`config.mk`:
```
export PLATFORM = sky130hd
export DESIGN_NAME = mic1_ifu
export DESIGN_NICKNAME = d
export VERILOG_FILES = /design/src/rtl/mic1_pkg.sv /design/src/rtl/mic1_byte_queue.sv /design/src/rtl/mic1_ifu.sv
export SDC_FILE = /design/constraint.sdc
export NUM_CORES = 1
export LEC_CHECK = 0
export CORE_ASPECT_RATIO = 1.1
export CORE_UTILIZATION = 63
export CTS_BUF_LIST = sky130_fd_sc_hd__clkbuf_8
export DETAILED_ROUTE_END_ITERATION = 10
export PLACE_DENSITY = 0.86
export SYNTH_ARGS = -nofsm -noshare
export SYNTH_HDL_FRONTEND = slang
export SYNTH_SLANG_ARGS = --single-unit
```
`constraint.sdc`:
```
create_clock -name clk -period 18.9 [get_ports clk]
set_input_delay 3.78 -clock clk [delete_from_list [all_inputs] [get_ports clk]]
set_output_delay 3.78 -clock clk [all_outputs]
set_load 0.05 [all_outputs]
```
`src/rtl/mic1_pkg.sv`:
```
// Shared types and constants for the Mic-1 instruction fetch unit.
package mic1_pkg;

  localparam int BYTES_PER_WORD = 4;
  localparam int IFU_DEPTH      = 8;

  typedef enum logic [1:0] {
    IDLE,
    WAIT,
    DISCARD
  } ifu_state_e;

endpackage

```
`src/rtl/mic1_byte_queue.sv`:
```
// Byte shift queue: pops 0..2 head bytes and appends 0..4 bytes of a big-endian
// word (starting at byte `skip`) in the same cycle; remaining bytes stay in front.
module mic1_byte_queue
  import mic1_pkg::*;
#(
  parameter int DEPTH = IFU_DEPTH
) (
  input  logic                       clk,
  input  logic                       rst,
  input  logic                       flush,
  input  logic [2:0]                 push_n,
  input  logic [31:0]                word,
  input  logic [1:0]                 skip,
  input  logic [1:0]                 pop_n,
  output logic [7:0]                 head0,
  output logic [7:0]                 head1,
  output logic [$clog2(DEPTH+1)-1:0] count
);

  localparam int CW = $clog2(DEPTH + 1);

  logic [7:0]    q      [DEPTH];
  logic [7:0]    q_next [DEPTH];
  logic [CW-1:0] count_next;

  // NOTE: every comb output gets a default first, so no latch can be inferred.
  always_comb begin
    int remaining;
    q_next     = q;
    remaining  = int'(count) - int'(pop_n);
    for (int i = 0; i < DEPTH; i++) begin
      if (i < remaining)
        q_next[i] = q[i + int'(pop_n)];
      else if (i - remaining < int'(push_n))
        q_next[i] = word[31 - 8 * (int'(skip) + i - remaining) -: 8];
      else
        q_next[i] = 8'h00;
    end
    count_next = flush ? '0 : CW'(remaining + int'(push_n));
  end

  // NOTE: the byte storage is small enough to reset, which keeps head bytes
  // deterministic; the outputs are gated by count anyway.
  always_ff @(posedge clk or negedge rst) begin
    if (!rst) begin
      q     <= '{default: 8'h00};
      count <= '0;
    end else begin
      q     <= q_next;
      count <= count_next;
    end
  end

  assign head0 = q[0];
  assign head1 = q[1];

endmodule

```
`src/rtl/mic1_ifu.sv`:
```
// Mic-1 instruction fetch unit: one-outstanding-request word fetcher feeding a
// byte queue that presents MBR/MBR2 to the datapath, with PC redirect.
module mic1_ifu
  import mic1_pkg::*;
#(
  parameter int DEPTH = IFU_DEPTH,
  parameter int AW    = 32
) (
  input  logic          clk,
  input  logic          rst,
  input  logic          pc_load,
  input  logic [AW-1:0] pc_in,
  input  logic          consume1,
  input  logic          consume2,
  output logic          imem_req,
  output logic [AW-3:0] imem_addr,
  input  logic          imem_ack,
  input  logic [31:0]   imem_rdata,
  output logic [7:0]    mbr,
  output logic [15:0]   mbr2,
  output logic          valid1,
  output logic          valid2,
  output logic [AW-1:0] pc_out
);

  localparam int CW = $clog2(DEPTH + 1);

  ifu_state_e    state;
  logic [AW-3:0] fetch_ptr;
  logic [1:0]    skip;
  logic [CW-1:0] count;
  logic [2:0]    push_n;
  logic [1:0]    pop_n;
  logic [7:0]    head0, head1;
  logic          room;

  // A word is requested only if it is guaranteed to fit when it lands.
  assign room = count <= CW'(DEPTH - BYTES_PER_WORD);

  always_comb begin
    pop_n  = 2'd0;
    push_n = 3'd0;
    if (!pc_load) begin
      if (consume2 && count >= CW'(2))
        pop_n = 2'd2;
      else if (consume1 && count != '0)
        pop_n = 2'd1;
      if (state == WAIT && imem_ack)
        push_n = 3'(BYTES_PER_WORD) - 3'(skip);
    end
  end

  mic1_byte_queue #(.DEPTH(DEPTH)) u_queue (
    .clk    (clk),
    .rst    (rst),
    .flush  (pc_load),
    .push_n (push_n),
    .word   (imem_rdata),
    .skip   (skip),
    .pop_n  (pop_n),
    .head0  (head0),
    .head1  (head1),
    .count  (count)
  );

  // NOTE: sequential state uses non-blocking assignments only, so the later
  // redirect assignments below cleanly override the FSM's pointer update.
  always_ff @(posedge clk or negedge rst) begin
    if (!rst) begin
      state     <= IDLE;
      imem_req  <= 1'b0;
      imem_addr <= '0;
      fetch_ptr <= '0;
      skip      <= 2'd0;
      pc_out    <= '0;
    end else begin
      case (state)
        IDLE: begin
          if (pc_load) begin
            imem_req  <= 1'b1;
            imem_addr <= pc_in[AW-1:2];
            state     <= WAIT;
          end else if (room) begin
            imem_req  <= 1'b1;
            imem_addr <= fetch_ptr;
            state     <= WAIT;
          end
        end
        WAIT: begin
          if (imem_ack) begin
            imem_req  <= 1'b0;
            fetch_ptr <= fetch_ptr + 1'b1;
            state     <= IDLE;
          end else if (pc_load) begin
            state <= DISCARD;
          end
        end
        DISCARD: begin
          if (imem_ack) begin
            imem_req <= 1'b0;
            state    <= IDLE;
          end
        end
        default: begin
          imem_req <= 1'b0;
          state    <= IDLE;
        end
      endcase

      if (pc_load) begin
        pc_out    <= pc_in;
        fetch_ptr <= pc_in[AW-1:2];
        skip      <= pc_in[1:0];
      end else begin
        pc_out <= pc_out + AW'(pop_n);
        if (push_n != 3'd0)
          skip <= 2'd0;
      end
    end
  end

  assign valid1 = count != '0;
  assign valid2 = count >= CW'(2);
  assign mbr    = valid1 ? head0 : 8'h00;
  assign mbr2   = valid2 ? {head0, head1} : 16'h0000;

endmodule
```
==> impl_metrics.ini <==
[worst_setup_path]
required_ns = 19.26
slowest_delay_ns = 0.66
arrival_ns = 9.57
path_class = input pin to flop
rr_worst_depth = 17
startpoint_type = input pin
path_max_fanout = 57
cp_slowest_cell = nor2_2
critical_path.cell_chain = clkdlybuf4s50_1 > o31ai_1 > buf_4 > and4_4 > buf_4 > ha_1 > and2b_4 > o21a_1 > nor2_2 > inv_1 > nand2_1 > o22ai_1 > xnor2_1 > ha_1 > or3_1 > a2111oi_0 > o32ai_1 > o41ai_1
endpoint_kind = flop

[sta]
finalHoldViolCount = 0
timing.final.crit_period_ns = 9.21
relSlewSlack_pct = 4.90
fin_setup_tns_ns = 0
post-route-period-util_pct = 48.7
final-max-slew-violation-count = 0
max_clock_freq_ghz = 0.109
tightest_slew_ns = 1.42
finClkSkew_ns = 0.0239
setup_viol_count_final = 0
rsz0062_at_grt = no

[cts]
cts_tree = done
clk_pin_slew_ns = 0.09
clock-sinks = 165
cts-buffers-inserted = 17
worstSkewPairLatency_ns = 0.50
clockBufferDepth = 2
ctsHoldBuffers = 0
cts_resized = 0
cts-htree-levels = 4
cts_root_buf = clkbuf_8
post_cts_buffers = 0

[yosys]
synthTopCellsByArea = dfrtp_1, mux4_2, ha_1
synth_edf_count = 0
yosys.cell_types.count = 84
netlist_area_um2 = 12700
synth_nets = 1432
synth_top_area_share_pct = 32.5
synthCells = 1299
synth-main-ff-cell = dfrtp_1
ys_seq_area_share_pct = 32.5
syn_area_per_cell_um2 = 9.79
synthArstFlopShare_pct = 100
ys_warn_count = 0
synth-seq-cells = 165
yosysTopAreaCell = dfrtp_1

[placed_design]
dpl.hpwl_mm = 28.2
dp_cells = 1640
gp_congestion = 1.03
io_buffers = 158

[global_routing]
grt_first_pass_wirelength_mm = 61.6
track_usage_pct = 39.6
grt_max_degree = 95
grt_overflow_total = 0
antenna_found_initial = 0
grt_pass1_vias = 11300

[routing]
via_per_inst = 6.97
ant_nets = 0
wl_mm = 39.8
drc = 0
drt_first_iter_violations = 1248
vias = 11700
first_pass_iters = 6
wire_per_inst_um = 23.8

[hold_path]
min_path_cells = 2
hp-class = flop to flop

[layout]
drive_gt1_share_pct = 10.8
nets = 1541
fin_cells = 1673
diodes = 0
fill_cells = 1404
area_growth_pct = 16.1

[run_status]
status = finished clean

[power_and_ir_drop]
p_switching_mw = 1.48
power.leakage_nw = 6.12
seqPwrFrac_pct = 18.4
p_comb_share_pct = 71.1
pwr_density_cell_nw_per_um2 = 185
p_total_mw = 2.73
intPower_mw = 1.24
sw_frac_of_total_pct = 54.5
irDropWorstVdd_mv = 0.123
p_clk_share_pct = 10.6

[floorplan]
initial_core_util_pct = 64.2
rows = 54
die_area_um2 = 20800
die_h_um = 151
core_area_um2 = 19800
io_pins = 159
dieWidth_um = 137

[run]
maxCapViolCount = 0
==> final timing paths <==
path                                       start                to  slack, ns
worst max-delay path                    consume2     u_queue.q[12]       9.69
worst min-delay path               imem_addr[24]     imem_addr[24]       0.50
worst max register to register  u_queue.count[2]     u_queue.q[12]      12.52
worst min register to register     imem_addr[24]     imem_addr[24]       0.50
max in group asynchronous                    rst  u_queue.count[1]      14.02
min in group asynchronous                    rst  u_queue.head1[3]       3.36
==> power groups by stage <==
stage / Combinational (mW) / Clock (mW) / Sequential, mW
after floorplan: 1.19 / 0 / 0.622
after global placement: 1.82 / 0 / 0.500
after detailed placement: 1.86 / 0 / 0.502
after CTS: 1.87 / 0.287 / 0.497
after global routing: 2.04 / 0.301 / 0.508
final: 1.94 / 0.288 / 0.501
==> cell type report <==
type                            instances  area [um^2]  share of cell area, %
Clock buffer                           17          234                   1.58
Clock inverter                         15          201                   1.36
Inverter                               77          292                   1.97
Multi-Input combinational cell        975         7910                   53.6
Sequential cell                       165         4130                   28.0
Tap cell                              252          315                   2.14
Timing Repair Buffer                  172         1690                   11.4
==> layer usage <==
layer / vias to the layer above / global-route usage, % / wire, um
li1: 5051 / - / -
met1: 5601 / 46.9 / 14200
met4: 2 / 24.8 / 2590
met5: - / 1.77 / 48
met3: 205 / 11.0 / 4070
met2: 794 / 63.4 / 18800
==> registers in the layout (all words and copies together), names as in the netlist <==
register	flops
u_queue.q	48
pc_out	32
fetch_ptr	30
imem_addr	30
u_queue.head0	8
u_queue.head1	8
u_queue.count	4
skip	2
state	2
imem_req	1
==> kinds of logic after synthesis <==
family | after synthesis | synth area share (%)
xor gates and xnor gates | 68 | 4.85
DFF | 165 | 32.5
muxes | 141 | 17.6
and+or+nand+nor | 387 | 15.3
AOI/OAI and AO/OA | 316 | 17.8
adders and majority gates | 63 | 6.67
buffers and inverters | 159 | 5.36
==> layout by cell type, fill, tap and decap left out, types with 8 or more instances in the layout <==
cell type	count
nor2_1	74
a311oi_1	10
a21oi_1	64
a221oi_1	10
a31oi_1	12
o21ai_0	43
nand3_1	24
a21o_1	19
mux2i_1	60
o21ai_1	19
ha_1	54
fa_1	8
o41ai_1	16
mux4_2	64
a211oi_1	14
a221o_1	9
and3_1	26
clkdlybuf4s50_1	156
nand4_1	16
o32ai_1	18
dfrtp_1	165
nor2b_1	9
inv_1	72
nor4_1	9
nand2_1	121
a311o_1	8
clkbuf_8	17
nor3_1	29
mux2_2	17
o2bb2ai_1	8
buf_4	15
a22o_1	17
xor2_1	16
xnor2_1	50
and2_1	34
==> stage by stage <==
stage	instance area (um^2)	worst slack [ns]	hold WS [ns]	util, %
final	14800	9.69	0.501	74.6
after global routing	14800	9.35	0.531	74.6
after CTS	14800	9.85	0.504	74.5
after detailed placement	14300	9.35	0.474	72.3
after global placement	14300	9.54	0.466	72.3
after floorplan	12700	9.82	0.477	-
==> critical path, delay by kind of cell <==
family | cells | cell delay, ns
and+or+nand+nor | 5 | 1.75
buffers and inverters | 4 | 1.60
AOI/OAI and AO/OA | 6 | 1.66
xor gates and xnor gates | 1 | 0.15
adders and majority gates | 2 | 0.63
==> synthesized netlist by cell type (17+ instances only) <==
| master | n |
|---|---|
| o21ai_1 | 19 |
| inv_1 | 72 |
| a21o_1 | 19 |
| xnor2_1 | 50 |
| o32ai_1 | 18 |
| dfrtp_1 | 165 |
| mux4_2 | 64 |
| ha_1 | 55 |
| mux2i_1 | 60 |
| nor2_1 | 74 |
| o21ai_0 | 43 |
| a22o_1 | 17 |
| clkbuf_1 | 43 |
| nand2_1 | 121 |
| a21oi_1 | 64 |
| nand3_1 | 24 |
| nor3_1 | 29 |
| mux2_2 | 17 |
| and3_1 | 26 |
| and2_1 | 34 |
Power figures use the tool's default switching activity.
